File: config.mk
export PLATFORM = sky130hd
export DESIGN_NAME = imem_loader_flat
export DESIGN_NICKNAME = d
export VERILOG_FILES = /design/src/rtl/imem_loader_pkg.sv /design/src/rtl/imem_loader_if.sv /design/src/rtl/imem_loader_byte_packer.sv /design/src/rtl/imem_loader.sv /design/src/flat_wrapper.sv
export SDC_FILE = /design/constraint.sdc
export NUM_CORES = 1
export LEC_CHECK = 0
export ABC_CLOCK_PERIOD_IN_PS = 4900
export CAP_MARGIN = 20
export CORE_MARGIN = 10
export CORE_UTILIZATION = 59
export CTS_BUF_LIST = sky130_fd_sc_hd__clkbuf_2
export DETAILED_ROUTE_END_ITERATION = 10
export GPL_TIMING_DRIVEN = 0
export PLACE_DENSITY = 0.94
export SETUP_SLACK_MARGIN = 0.05
export SLEW_MARGIN = 0
export SYNTH_ARGS = -nofsm -noshare
export SYNTH_HDL_FRONTEND = slang
export SYNTH_HIERARCHICAL = 1
export SYNTH_SLANG_ARGS = --single-unit
File: constraint.sdc
create_clock -name clk -period 4.9 [get_ports clk]
set_input_delay 0.49 -clock clk [delete_from_list [all_inputs] [get_ports clk]]
set_output_delay 0.49 -clock clk [all_outputs]
set_load 0.01 [all_outputs]
File: src/rtl/imem_loader_pkg.sv
// Shared types and constants for the boot-time instruction memory loader.
package imem_loader_pkg;

    localparam int LEN_W = 16;

    typedef enum logic [2:0] {
        LEN_LO,
        LEN_HI,
        LOAD,
        CSUM,
        DONE,
        ERR
    } state_t;

endpackage

File: src/rtl/imem_loader_if.sv
// Byte-stream handshake into the loader.
// A byte moves on a rising edge where in_valid and in_ready are both high; the source holds
// in_data stable while in_valid is high, and in_valid is ignored while in_ready is low.
interface imem_loader_if;

    logic       in_valid;
    logic [7:0] in_data;
    logic       in_ready;

    modport master (output in_valid, output in_data, input in_ready);
    modport slave  (input in_valid, input in_data, output in_ready);

endinterface

File: src/rtl/imem_loader_byte_packer.sv
// Packs four consecutive bytes into a little-endian 32-bit word.
// word_valid pulses in the same cycle as the 4th byte; word is valid alongside it.
module byte_packer (
    input  logic        clk,
    input  logic        reset,
    input  logic        byte_valid,
    input  logic [7:0]  byte_data,
    output logic        word_valid,
    output logic [31:0] word
);

    logic [1:0]  lane;
    logic [31:0] shreg;

    always_ff @(posedge clk) begin
        if (reset) begin
            lane  <= 2'd0;
            shreg <= 32'd0;
        end else if (byte_valid) begin
            lane  <= lane + 2'd1;
            shreg <= {byte_data, shreg[31:8]};
        end
    end

    // The newest byte lands in the top lane, so byte 0 ends up in bits [7:0].
    assign word_valid = byte_valid && (lane == 2'd3);
    assign word       = {byte_data, shreg[31:8]};

endmodule

File: src/rtl/imem_loader.sv
// Boot loader: receives a length/payload/checksum frame, writes imem from word 0 and
// keeps the core in reset until a checksum-valid image has been written.
module imem_loader
    import imem_loader_pkg::*;
#(
    parameter int DEPTH  = 64,
    parameter int ADDR_W = 6
) (
    input  logic              clk,
    input  logic              reset,
    imem_loader_if.slave      bus,
    output logic              mem_we,
    output logic [ADDR_W-1:0] mem_addr,
    output logic [31:0]       mem_wdata,
    output logic              core_reset,
    output logic              done,
    output logic              error,
    output state_t            dbg_state
);

    state_t            state;
    state_t            state_nxt;
    logic [LEN_W-1:0]  len;
    logic [LEN_W-1:0]  len_full;
    logic [ADDR_W:0]   word_cnt;
    logic [7:0]        xor_r;
    logic              xfer;
    logic              pk_valid;
    logic              word_valid;
    logic [31:0]       word;
    logic              last_word;

    assign bus.in_ready = (state == LEN_LO) || (state == LEN_HI) ||
                          (state == LOAD)   || (state == CSUM);
    assign xfer     = bus.in_valid && bus.in_ready;
    assign pk_valid = xfer && (state == LOAD);
    assign len_full = {bus.in_data, len[7:0]};
    // word_cnt has one spare bit so it can reach DEPTH without wrapping.
    assign last_word = (LEN_W'(word_cnt) + LEN_W'(1)) == len;

    byte_packer u_packer (
        .clk        (clk),
        .reset      (reset),
        .byte_valid (pk_valid),
        .byte_data  (bus.in_data),
        .word_valid (word_valid),
        .word       (word)
    );

    always_comb begin
        state_nxt = state;
        case (state)
            LEN_LO: if (xfer) state_nxt = LEN_HI;
            LEN_HI: begin
                if (xfer) begin
                    if (len_full > LEN_W'(DEPTH))    state_nxt = ERR;
                    else if (len_full == '0)         state_nxt = CSUM;
                    else                             state_nxt = LOAD;
                end
            end
            LOAD:   if (word_valid && last_word) state_nxt = CSUM;
            CSUM: begin
                if (xfer) state_nxt = (bus.in_data == xor_r) ? DONE : ERR;
            end
            default: state_nxt = state;
        endcase
    end

    always_ff @(posedge clk) begin
        if (reset) begin
            state     <= LEN_LO;
            len       <= '0;
            word_cnt  <= '0;
            xor_r     <= 8'd0;
            mem_we    <= 1'b0;
            mem_addr  <= '0;
            mem_wdata <= 32'd0;
        end else begin
            state  <= state_nxt;
            mem_we <= word_valid;
            if (xfer && (state != CSUM)) xor_r <= xor_r ^ bus.in_data;
            if (xfer && (state == LEN_LO)) len[7:0] <= bus.in_data;
            if (xfer && (state == LEN_HI)) len <= len_full;
            if (word_valid) begin
                mem_addr  <= word_cnt[ADDR_W-1:0];
                mem_wdata <= word;
                word_cnt  <= word_cnt + (ADDR_W+1)'(1);
            end
        end
    end

    assign done       = (state == DONE);
    assign error      = (state == ERR);
    assign core_reset = (state != DONE);
    assign dbg_state  = state;

endmodule

File: src/flat_wrapper.sv
// flat-port wrapper written by rule: the top's interface ports become plain ports
module imem_loader_flat import imem_loader_pkg::*;
#(
    parameter int DEPTH  = 64,
    parameter int ADDR_W = 6
)
  (clk, reset, mem_we, mem_addr, mem_wdata, core_reset, done, error, dbg_state, bus_in_valid, bus_in_data, bus_in_ready);
  imem_loader_if bus_i ();
  input  logic clk;
  input  logic reset;
  output logic mem_we;
  output logic [ADDR_W-1:0] mem_addr;
  output logic [31:0] mem_wdata;
  output logic core_reset;
  output logic done;
  output logic error;
  output state_t dbg_state;
  input wire logic [$bits(bus_i.in_valid)-1:0] bus_in_valid;
  input wire logic [$bits(bus_i.in_data)-1:0] bus_in_data;
  output wire logic [$bits(bus_i.in_ready)-1:0] bus_in_ready;
  assign bus_i.in_valid = bus_in_valid;
  assign bus_i.in_data = bus_in_data;
  assign bus_in_ready = bus_i.in_ready;
  imem_loader #(.DEPTH(DEPTH), .ADDR_W(ADDR_W)) u_core (.clk(clk), .reset(reset), .bus(bus_i), .mem_we(mem_we), .mem_addr(mem_addr), .mem_wdata(mem_wdata), .core_reset(core_reset), .done(done), .error(error), .dbg_state(dbg_state));
endmodule
==> metrics.csv, run 1 <==
stage;metric;value;unit
outcome;outcome;complete, no violations;
floorplan;dieWidth;103;um
clocking;buffer_cell_driving_the_clock_tree_root;clkbuf_2;
global_route;largest_net_degree_at_the_start_of_global_routing;20;
cells_and_area;multiInputGateArea;1890;um2
logic_synthesis;synthesized_area_per_cell;9.43;um2
clocking;cts_htree_levels;3;
clocking;cts_num_sinks;99;
global_route;grt_first_pass_wirelength;16100;um
clocking;tritoncts.num_buffers;9;
place;gp_congestion;0.907;
sta;hold_viol;0;
cells_and_area;instances_no_fill;587;
sta;post-route-period-util;59.7;%
global_route;globalRoute.totalOverflow;0;
sta;finalSetupViolations;0;
global_route;grt_use_total;19.5;%
sta;rsz_0062_raised_after_global_routing;no;
critical_path;critical_path.top_delay_family;buffers and inverters;
logic_synthesis;yosys.area_share.adder;0.610;%
global_route;number_of_antenna_violations_at_the_first_check_in_global_routing;0;
drt;post_drt_via_cell_ratio;5.67;
critical_path;rr_worst_depth;9;
cells_and_area;syn2layout_area_growth;18.9;%
logic_synthesis;yosys_register_bits;99;
critical_path;worstSetupEndpointType;register;
place;place.detailed.hpwl;7300;um
pwr;leakage_power;1.75;nW
logic_synthesis;syn-instance-count;435;
floorplan;die_area;10700;um2
drt;drt_iter0_markers;163;
critical_path;critPathLaunchType;register;
floorplan;core_area;6760;um2
clocking;worstSkewPairLatency;0.61;ns
sta;slew_headroom;45.1;%
clocking;postCtsResizedCells;0;
floorplan;num_rows;30;
sta;max_freq;0.342;GHz
sta;worst_pin_slew;0.824;ns
critical_path;crit_path_max_cell_delay;0.68;ns
logic_synthesis;mappedNetlistNets;448;
logic_synthesis;total_of_warnings_raised_by_yosys;6;
place;numPortBuffers;56;
clocking;cts-root-to-sink-buffers;2;
min_path;min_path_type;reg -> reg;
sta;post-route-min-period;2.92;ns
clocking;clkTransAtPathRegs;0.29;ns
min_path;worst_hold_path.endpoint;u_core/len[8]$_SDFFE_PP0P_;
critical_path;reg2reg_from;u_core/dbg_state[0]$_SDFFE_PP0P_;
clocking;cts_hold_buf;0;
floorplan;initial_cell_density_of_the_core;60.7;%
logic_synthesis;share_of_synthesized_area_occupied_by_flip_flops_and_latches;48.3;%
pwr;cellPowerDensity;273;nW/um2
place;place_inst;571;
cells_and_area;area.sequential;1980;um2
critical_path;critical_path.n_buffers_inverters;4;
logic_synthesis;netlist_area;4100;um2
floorplan;die_h;103;um
logic_synthesis;post_synth_xor_area_fraction;6.62;%
min_path;worst_hold_startpoint;u_core/len[8]$_SDFFE_PP0P_;
critical_path;timing_worst_setup_path_type;reg -> reg;
sta;timing_max_transition_violations_final;0;
critical_path;worstReg2RegEnd;u_core/mem_addr[4]$_SDFFE_PP0P_;
run;maxCapViolations;0;
cells_and_area;layout-drive-gt1-share;7.50;%
critical_path;crit_path_top_delay_cell;clkbuf_1;
logic_synthesis;synth_mux_area_share;15.9;%
sta;totalNegativeSetupSlack;0;ns
clocking;clock_tree_from_tritoncts;yes;
drt;detail-route-antenna-nets;0;
drt;final_routed_drc_violation_total;0;
logic_synthesis;synth_unique_cells;40;
critical_path;critical_path.cell_chain;or2b_1 > nor2_1 > buf_6 > buf_12 > and2_1 > clkbuf_1 > clkbuf_1 > mux2i_1 > nor2_1;
critical_path;setup.reg_to_reg.worst_slack;1.98;ns
clocking;postCtsSetupRepairBufs;0;
logic_synthesis;combinational_family_with_the_most_area_after_synthesis;simple AND/OR/NAND/NOR gates;
cells_and_area;design.final.nets;515;
cells_and_area;num-fill-cells;475;
drt;drt_first_pass_iters;6;
pwr;worst_ir_drop_vdd;0.150;mV
min_path;hold_path_depth;2;
logic_synthesis;synth_compound_area_share;4.70;%
global_route;number_of_global_route_vias_before_repair;3314;
cells_and_area;post-route-util;72.2;%
drt;via_count;3326;
sta;timing.clock.skew;0.0267;ns
logic_synthesis;synthSimpleGateAreaFrac;18.4;%
cells_and_area;antenna_cells_inserted;0;
critical_path;critical_path_peak_fanout;10;
place;dp_worst_setup_slack;1.51;ns
floorplan;pin_count;57;
sta;setup_ws;1.98;ns
critical_path;worst-endpoint-arrival;3.43;ns
drt;routed_wl;10100;um
critical_path;critPathRequiredTime;5.41;ns
drt;post_drt_wl_per_cell;17.2;um
metrics by stage:
step	hold slack, ns	instance area (um2)	power (mW)
CTS	0.482	4880	1.33
floorplan	0.431	4100	0.914
global route	0.505	4880	1.39
global placement	0.437	4760	0.951
detailed placement	0.455	4760	0.956
finish	0.483	4880	1.33
where the power goes:
part | internal, mW | total, mW | switching [mW]
sequential | 0.823 | 0.837 | 0.0135
combinational | 0.0439 | 0.108 | 0.0641
clock | 0.0830 | 0.387 | 0.304
flip-flops by register name, summed over array words and instances (netlist names):
signal and count:
u_core/mem_we 1, u_core/dbg_state 3, u_core/len 16, u_core/mem_wdata 32, u_core/u_packer/lane 2, u_core/mem_addr 6, u_core/xor_r 8, u_core/u_packer/shreg 24
u_core/word_cnt 7
cells by family after synthesis:
logic type	after synthesis
simple gates	171
flops	99
mux	65
buf+inv	37
xor+xnor	31
compound gates	30
fa+ha+maj	2
worst max-delay path by stage:
stage | start | to | slack [ns] | cells after the start
4_1_cts | u_core/dbg_state[0]$_SDFFE_PP0P_ | u_core/mem_addr[0]$_SDFFE_PP0P_ | 2.02 | 9
2_1_floorplan | u_core/dbg_state[2]$_SDFFE_PP0P_ | u_core/mem_addr[5]$_SDFFE_PP0P_ | 2.56 | 10
3_3_place_gp | bus_in_valid | u_core/mem_wdata[2]$_SDFFE_PP0P_ | 1.57 | 10
3_5_place_dp | bus_in_valid | u_core/mem_addr[4]$_SDFFE_PP0P_ | 1.51 | 10
5_1_grt | u_core/dbg_state[0]$_SDFFE_PP0P_ | u_core/mem_wdata[30]$_SDFFE_PP0P_ | 1.76 | 9
6_report | u_core/dbg_state[0]$_SDFFE_PP0P_ | u_core/mem_addr[4]$_SDFFE_PP0P_ | 1.98 | 9
synth_stat cells (all sizes together):
library cell	instances	area, um2
a2111oi	1	27.5
a21o	1	7.51
a21oi	21	105
a2bb2oi	1	8.76
a31oi	1	6.26
and2	2	12.5
and4	2	17.5
buf	19	158
clkbuf	15	56.3
dfxtp	99	1980
ha	2	25.0
inv	3	11.3
mux2i	65	651
nand2	47	176
nand2b	3	18.8
nand3	5	25.0
nand3b	1	7.51
nand4	6	37.5
nand4b	1	8.76
nor2	86	325
nor2b	1	6.26
nor3	6	30.0
nor4	3	18.8
nor4b	1	15.0
o211ai	2	15.0
o21ai	1	5.00
o221ai	1	8.76
o311ai	1	8.76
or2b	1	7.51
or3	3	18.8
or3b	1	8.76
or4	2	18.8
xnor2	5	43.8
xor2	26	228
per-layer routing:
metal  part of all wire [%]  track usage [%]  vias to the layer above
li1                       -                -                     1580
met4                    2.8             8.45                        0
met2                     50             33.1                      111
met1                     41             22.3                     1605
met3                    6.1             5.51                       30
met5                      0                0                        -
worst min-delay path, delay by kind of cell (launching register included):
family             cells  cell delay [ns]
AOI/OAI and AO/OA      1             0.05
DFF                    1             0.38
and+or+nand+nor        1             0.05
layout make-up:
cell class                 instances  share of cell area (%)
sequential                        99                    40.6
multi-input combinational        299                    38.8
timing repair buffer              56                    11.5
buffer                            34                    4.39
tap                               80                    2.05
clock inverter                     7                    1.44
clock buffer                       9                   0.924
inverter                           3                   0.231
cell usage in the layout, fill, tap and decap left out, drive strengths merged, types with 7 or more instances in the layout:
master,count
xor2,26
inv,7
nand2,47
buf,19
nor2,86
clkdlybuf4s50,56
clkbuf,24
dfxtp,99
a21oi,21
mux2i,65
Power figures use the tool's default switching activity.
==> run 2: changes to the inputs <==
--- a/config.mk
+++ b/config.mk
@@ -5,14 +5,14 @@
 export SDC_FILE = /design/constraint.sdc
 export NUM_CORES = 1
 export LEC_CHECK = 0
-export ABC_CLOCK_PERIOD_IN_PS = 4900
+export ABC_CLOCK_PERIOD_IN_PS = 2500
 export CAP_MARGIN = 20
 export CORE_MARGIN = 10
-export CORE_UTILIZATION = 59
+export CORE_UTILIZATION = 51
 export CTS_BUF_LIST = sky130_fd_sc_hd__clkbuf_2
 export DETAILED_ROUTE_END_ITERATION = 10
 export GPL_TIMING_DRIVEN = 0
-export PLACE_DENSITY = 0.94
+export PLACE_DENSITY = 0.87
 export SETUP_SLACK_MARGIN = 0.05
 export SLEW_MARGIN = 0
 export SYNTH_ARGS = -nofsm -noshare
==> constraint.sdc (replaced) <==
create_clock -name clk -period 2.5 [get_ports clk]
set_input_delay 0.25 -clock clk [delete_from_list [all_inputs] [get_ports clk]]
set_output_delay 0.25 -clock clk [all_outputs]
set_load 0.01 [all_outputs]
==> run 2 against run 1 <==
Against the previous run:
- final cell count rose by 4.6%
- die area rose by 13%
- largest cell class unchanged
- global-route usage fell by 3.2 points
- non-clock buffer count rose by 5
- critical path depth rose by 1
==> metrics.csv, run 2 (synthesis results as in run 1) <==
stage;metric;value;unit
critical_path;critical_path.top_delay_family;simple AND/OR/NAND/NOR gates;
critical_path;critical_path.cell_chain;or2b_4 > nor2_2 > buf_6 > buf_12 > and2_4 > nor4b_4 > nand4_1 > a2111oi_4 > o211ai_1 > a21oi_1;
critical_path;reg2reg_from;u_core/dbg_state[0]$_SDFFE_PP0P_;
floorplan;initial_cell_density_of_the_core;52.8;%
cells_and_area;largestRegisters;u_core/mem_wdata: 32 flops, u_core/u_packer/shreg: 24 flops, u_core/len: 16 flops;
sta;max_freq;0.434;GHz
sta;finalSetupViolations;0;
run;maxCapViolations;0;
drt;post_drt_wl_per_cell;15.8;um
clocking;cts-root-to-sink-buffers;2;
clocking;buffer_cell_driving_the_clock_tree_root;clkbuf_2;
global_route;number_of_global_route_vias_before_repair;3171;
drt;drt_first_pass_iters;4;
critical_path;worstReg2RegEnd;u_core/dbg_state[0]$_SDFFE_PP0P_;
place;place.detailed.hpwl;7050;um
place;place_inst;593;
critical_path;critical_path.n_buffers_inverters;2;
critical_path;rr_worst_depth;10;
drt;final_routed_drc_violation_total;0;
clocking;worstSkewPairLatency;0.55;ns
pwr;cellPowerDensity;528;nW/um2
critical_path;setup.reg_to_reg.worst_slack;0.19;ns
pwr;leakage_power;1.81;nW
floorplan;num_rows;32;
floorplan;die_area;12000;um2
critical_path;critPathRequiredTime;3.00;ns
cells_and_area;design.final.nets;520;
clocking;clock_tree_from_tritoncts;yes;
sta;timing.clock.skew;0.0379;ns
min_path;hold_path_depth;3;
drt;detail-route-antenna-nets;0;
min_path;worst_hold_path.endpoint;u_core/dbg_state[2]$_SDFFE_PP0P_;
drt;post_drt_via_cell_ratio;5.28;
cells_and_area;largest_register_ffs;32;
cells_and_area;instances_no_fill;614;
clocking;cts_num_sinks;99;
cells_and_area;registers.top_by_ff_count;u_core/mem_wdata;
critical_path;crit_path_max_cell_delay;0.41;ns
sta;hold_viol;0;
outcome;outcome;complete, no violations;
cells_and_area;post-route-util;64.2;%
clocking;cts_htree_levels;3;
critical_path;worstSetupEndpointType;register;
global_route;grt_use_total;16.3;%
sta;timing_max_transition_violations_final;0;
critical_path;timing_worst_setup_path_type;reg -> reg;
cells_and_area;syn2layout_area_growth;21.6;%
cells_and_area;finish.instance_area;4980;um2
sta;slew_headroom;44.5;%
critical_path;crit_cells;10;
sta;post-route-min-period;2.31;ns
drt;routed_wl;9680;um
place;gp_congestion;0.882;
min_path;min_path_type;in -> reg;
global_route;largest_net_degree_at_the_start_of_global_routing;19;
pwr;worst_ir_drop_vdd;0.382;mV
sta;finalHoldWorstSlack;0.428;ns
sta;rsz_0062_raised_after_global_routing;no;
floorplan;die_h;110;um
cells_and_area;layout-drive-gt1-share;10.7;%
place;placed_inst_area;4790;um2
min_path;worst_hold_startpoint;bus_in_valid;
sta;worst_pin_slew;0.827;ns
sta;post-route-period-util;92.3;%
cells_and_area;most_common_library_cell_in_the_layout_ignoring_fill_and_taps;dfxtp_1;
drt;drt_iter0_markers;201;
cells_and_area;num-fill-cells;633;
global_route;grt_first_pass_wirelength;15500;um
clocking;clkTransAtPathRegs;0.27;ns
place;numPortBuffers;56;
clocking;tritoncts.num_buffers;9;
floorplan;core_area;7770;um2
global_route;number_of_antenna_violations_at_the_first_check_in_global_routing;0;
critical_path;worst-endpoint-arrival;2.80;ns
cells_and_area;layout.cells.most_common_list;dfxtp_1, nor2_1, mux2i_1;
global_route;globalRoute.totalOverflow;0;
drt;via_count;3239;
floorplan;dieWidth;110;um
critical_path;critPathLaunchType;register;
critical_path;crit_path_top_delay_cell;dfxtp_4;
floorplan;pin_count;57;
critical_path;critical_path_peak_fanout;10;
cells_and_area;antenna_cells_inserted;0;
-- run 2: cell types whose count changed in the layout (fill, tap and decap cells not counted), moves of 2 or more --
cell and delta:
inv_8 -3, clkinv_4 +2, dfxtp_1 -2, buf_4 +5, clkbuf_2 +2, inv_6 +2, clkbuf_1 -3
-- run 2: worst max path at each step --
stage / from / endpoint / slack [ns]
floorplan: u_core/dbg_state[2]$_SDFFE_PP0P_ / u_core/mem_addr[5]$_SDFFE_PP0P_ / 0.16
global placement: bus_in_valid / u_core/mem_wdata[3]$_SDFFE_PP0P_ / -0.61
detailed placement: bus_in_valid / u_core/mem_wdata[30]$_SDFFE_PP0P_ / -0.71
CTS: u_core/dbg_state[0]$_SDFFE_PP0P_ / u_core/dbg_state[0]$_SDFFE_PP0P_ / 0.05
global route: u_core/dbg_state[0]$_SDFFE_PP0P_ / u_core/dbg_state[0]$_SDFFE_PP0P_ / 0.04
finish: u_core/dbg_state[0]$_SDFFE_PP0P_ / u_core/dbg_state[0]$_SDFFE_PP0P_ / 0.19
-- run 2: metal layers --
metal,GRT usage [%],wire (um)
met5,0,0
met2,28.8,5030
met3,4.62,550
met4,5.58,139
met1,18.3,3960
-- run 2: cell type report --
class | instances | area, um2 | share of cell area, %
Buffer | 34 | 221 | 4.44
Clock buffer | 9 | 45.0 | 0.904
Clock inverter | 7 | 81.3 | 1.63
Inverter | 3 | 11.3 | 0.226
Multi-Input combinational cell | 299 | 1910 | 38.4
Sequential cell | 99 | 1990 | 39.9
Tap cell | 102 | 128 | 2.56
Timing Repair Buffer | 61 | 598 | 12.0
-- run 2: power by group --
part | switching (mW) | internal (mW) | total (mW)
registers | 0.0246 | 1.61 | 1.64
logic | 0.126 | 0.0882 | 0.214
clock network | 0.537 | 0.246 | 0.783
total | 0.687 | 1.95 | 2.63
-- run 2: metrics by stage --
step	setup TNS, ns	setup WS (ns)	power, mW
after floorplan	0	0.165	1.79
after global placement	-21.04	-0.611	1.86
after detailed placement	-23.58	-0.709	1.87
after CTS	0	0.0537	2.65
after global routing	0	0.0424	2.75
final	0	0.193	2.63
-- run 2: repair_timing --
action	4_1_cts	5_1_grt
gates resized for setup	6	8
pin swaps	1	3
hold buffers	0	0
setup endpoints to repair	41	22
buffers inserted	0	5
-- run 2: tightest hold or removal path, stage by stage --
cell and delay, ns:
clkdlybuf4s50_1 0.49, nand3_1 0.13, a21oi_1 0.06
==> run 3: changes to the inputs <==
--- a/config.mk
+++ b/config.mk
@@ -5,14 +5,14 @@
 export SDC_FILE = /design/constraint.sdc
 export NUM_CORES = 1
 export LEC_CHECK = 0
-export ABC_CLOCK_PERIOD_IN_PS = 2500
+export ABC_CLOCK_PERIOD_IN_PS = 2150
 export CAP_MARGIN = 20
 export CORE_MARGIN = 10
-export CORE_UTILIZATION = 51
+export CORE_UTILIZATION = 56
 export CTS_BUF_LIST = sky130_fd_sc_hd__clkbuf_2
 export DETAILED_ROUTE_END_ITERATION = 10
 export GPL_TIMING_DRIVEN = 0
-export PLACE_DENSITY = 0.87
+export PLACE_DENSITY = 0.9
 export SETUP_SLACK_MARGIN = 0.05
 export SLEW_MARGIN = 0
 export SYNTH_ARGS = -nofsm -noshare
==> constraint.sdc (replaced) <==
create_clock -name clk -period 2.15 [get_ports clk]
set_input_delay 0.215 -clock clk [delete_from_list [all_inputs] [get_ports clk]]
set_output_delay 0.215 -clock clk [all_outputs]
set_load 0.01 [all_outputs]
==> run 3 against run 2 <==
Against the previous run:
- non-clock buffer count shrank 2
- sequential power grew 16%
- highest routed layer unchanged
- clock power grew 4.2%
- worst hold slack lost 0.057 ns
- combinational power grew 19%
- final cell count shrank 0.65%
- critical path type unchanged
==> metrics.csv, run 3 (synthesis results as in run 1) <==
stage;metric;value;unit
floorplan;pin_count;57;
clocking;tritoncts.num_buffers;9;
drt;via_count;3297;
place;place_inst;590;
sta;hold_viol;0;
critical_path;critPathRequiredTime;2.65;ns
critical_path;critical_path_peak_fanout;7;
sta;timing.clock.skew;0.0227;ns
sta;slew_headroom;38.6;%
pwr;leakage_power;1.80;nW
drt;detail-route-antenna-nets;0;
outcome;outcome;complete, no violations;
cells_and_area;layout-drive-gt1-share;11.0;%
place;place.detailed.hpwl;7030;um
critical_path;endpoint;u_core/dbg_state[0]$_SDFFE_PP0P_;
critical_path;timing_worst_setup_path_type;reg -> reg;
clocking;cts-root-to-sink-buffers;2;
critical_path;worstSetupStartpoint;u_core/word_cnt[0]$_SDFFE_PP0P_;
sta;max_freq;0.477;GHz
cells_and_area;layout.cells.most_common_list;dfxtp_1, nor2_1, mux2i_1;
clocking;cts_htree_levels;3;
critical_path;worstReg2RegEnd;u_core/dbg_state[0]$_SDFFE_PP0P_;
global_route;number_of_antenna_violations_at_the_first_check_in_global_routing;1;
critical_path;reg2reg_from;u_core/word_cnt[0]$_SDFFE_PP0P_;
global_route;global_route.usage.met1;19.8;%
global_route;grt-busiest-layer;met2;
critical_path;crit_path_top_delay_cell;a2111oi_4;
floorplan;core_area;7180;um2
global_route;largest_net_degree_at_the_start_of_global_routing;19;
sta;timing_max_transition_violations_final;0;
floorplan;die_h;106;um
critical_path;setup.reg_to_reg.worst_slack;0.05;ns
place;gp_congestion;0.953;
cells_and_area;design.final.nets;518;
global_route;globalRoute.totalOverflow;0;
floorplan;num_rows;31;
critical_path;crit_path_max_cell_delay;0.44;ns
cells_and_area;largestRegisters;u_core/mem_wdata: 32 flops, u_core/u_packer/shreg: 24 flops, u_core/len: 16 flops;
clocking;cts_hold_buf;0;
drt;drt_iter0_markers;185;
sta;finalSetupViolations;0;
drt;final_routed_drc_violation_total;0;
critical_path;critical_path.cell_chain;ha_1 > and4_1 > nand4b_1 > a2bb2oi_1 > a2111oi_4 > o211ai_1 > a21oi_1;
cells_and_area;most_common_library_cell_in_the_layout_ignoring_fill_and_taps;dfxtp_1;
critical_path;rr_worst_depth;7;
place;numPortBuffers;56;
drt;routed_wl;9750;um
cells_and_area;registers.top_by_ff_count;u_core/mem_wdata;
sta;post-route-min-period;2.10;ns
critical_path;worstSetupEndpointType;register;
sta;rsz_0062_raised_after_global_routing;yes;
floorplan;initial_cell_density_of_the_core;57.1;%
global_route;grt_use_total;17.3;%
clocking;cts_num_sinks;99;
clocking;clock_tree_from_tritoncts;yes;
sta;post-route-period-util;97.5;%
global_route;groute.layer.met3.usage;4.26;%
clocking;worstSkewPairLatency;0.55;ns
critical_path;worst-endpoint-arrival;2.59;ns
cells_and_area;syn2layout_area_growth;20.9;%
drt;post_drt_via_cell_ratio;5.40;
place;dp_worst_setup_slack;-0.677;ns
critical_path;critPathLaunchType;register;
floorplan;die_area;11100;um2
clocking;buffer_cell_driving_the_clock_tree_root;clkbuf_2;
floorplan;dieWidth;106;um
sta;worst_pin_slew;0.915;ns
global_route;grt_first_pass_wirelength;16000;um
global_route;number_of_global_route_vias_before_repair;3287;
drt;post_drt_wl_per_cell;16.0;um
sta;finalHoldWorstSlack;0.371;ns
run;maxCapViolations;0;
cells_and_area;post-route-util;69.1;%
cells_and_area;finish.instance_area;4960;um2
place;placed_inst_area;4790;um2
pwr;cellPowerDensity;600;nW/um2
min_path;min_path_type;in -> reg;
sta;setup_ws;0.0547;ns
clocking;clkTransAtPathRegs;0.26;ns
cells_and_area;largest_register_ffs;32;
drt;drt_first_pass_iters;5;
pwr;worst_ir_drop_vdd;0.408;mV
global_route;gr-usage-met2;29.7;%
cells_and_area;instances_no_fill;610;
[run 3: cell count changes in the layout (fill, tap and decap cells not counted), moves of 2 or more]
cell and change:
buf_2 -2, clkdlybuf4s50_1 -3, buf_4 +2, dfxtp_1 -3
dfxtp_2 +2, dlygate4sd2_1 +3, clkbuf_8 +2
[run 3: repair_timing]
| item | 4_1_cts | 5_1_grt |
|---|---|---|
| setup buffers | 4 | 1 |
| resized for setup | 16 | 5 |
| setup endpoints to repair | 51 | 18 |
| hold endpoints to repair | 0 | 0 |
| pin swaps | 6 | 5 |
[run 3: metrics by stage]
| step | TNS (ns) | total power [mW] |
|---|---|---|
| after CTS | -0.0531 | 2.99 |
| after global routing | -0.0526 | 3.11 |
| after global placement | -24.61 | 2.17 |
| final | 0 | 2.97 |
| after floorplan | 0 | 2.08 |
| after detailed placement | -27.97 | 2.18 |
[run 3: final cells by class]
| class | instances | area (um2) |
|---|---|---|
| clock buffers | 9 | 45.0 |
| clock inverters | 7 | 58.8 |
| multi-input cells | 299 | 1910 |
| repair buffers | 61 | 594 |
| diodes | 1 | 2.50 |
| well taps | 99 | 124 |
| inverters | 3 | 11.3 |
| plain buffers | 32 | 218 |
| flip-flops and latches | 99 | 1990 |
| fillers | 523 | 2220 |
[run 3: worst min-delay path by stage]
stage          depth (start not counted)  slack, ns                          endpoint                        start
2_1_floorplan                          2       0.35       u_core/len[10]$_SDFFE_PP0P_               bus_in_data[2]
3_3_place_gp                           2       0.44       u_core/len[13]$_SDFFE_PP0P_  u_core/len[13]$_SDFFE_PP0P_
3_5_place_dp                           2       0.45       u_core/len[10]$_SDFFE_PP0P_  u_core/len[10]$_SDFFE_PP0P_
4_1_cts                                3       0.32  u_core/dbg_state[2]$_SDFFE_PP0P_                 bus_in_valid
5_1_grt                                3       0.37  u_core/dbg_state[2]$_SDFFE_PP0P_                 bus_in_valid
6_report                               3       0.37  u_core/dbg_state[2]$_SDFFE_PP0P_                 bus_in_valid
[run 3: critical path: cells and delay by family, from the launching register on]
kind            cells  cell delay, ns
compound gates      4            0.91
simple gates        2            0.44
flops               1            0.43
fa+ha+maj           1            0.26
[run 3: layer usage]
metal / vias to the layer above / share of wire, %
met3: 13 / 6.3
met5: - / 0
met2: 98 / 51
met4: 0 / 1.4
met1: 1605 / 41
li1: 1581 / -
[run 3: where the power goes]
group	switching [mW]	internal (mW)	total (mW)	leakage [nW]
clock network	0.641	0.175	0.816	0.0652
registers	0.0288	1.87	1.90	0.803
logic	0.151	0.102	0.254	0.930
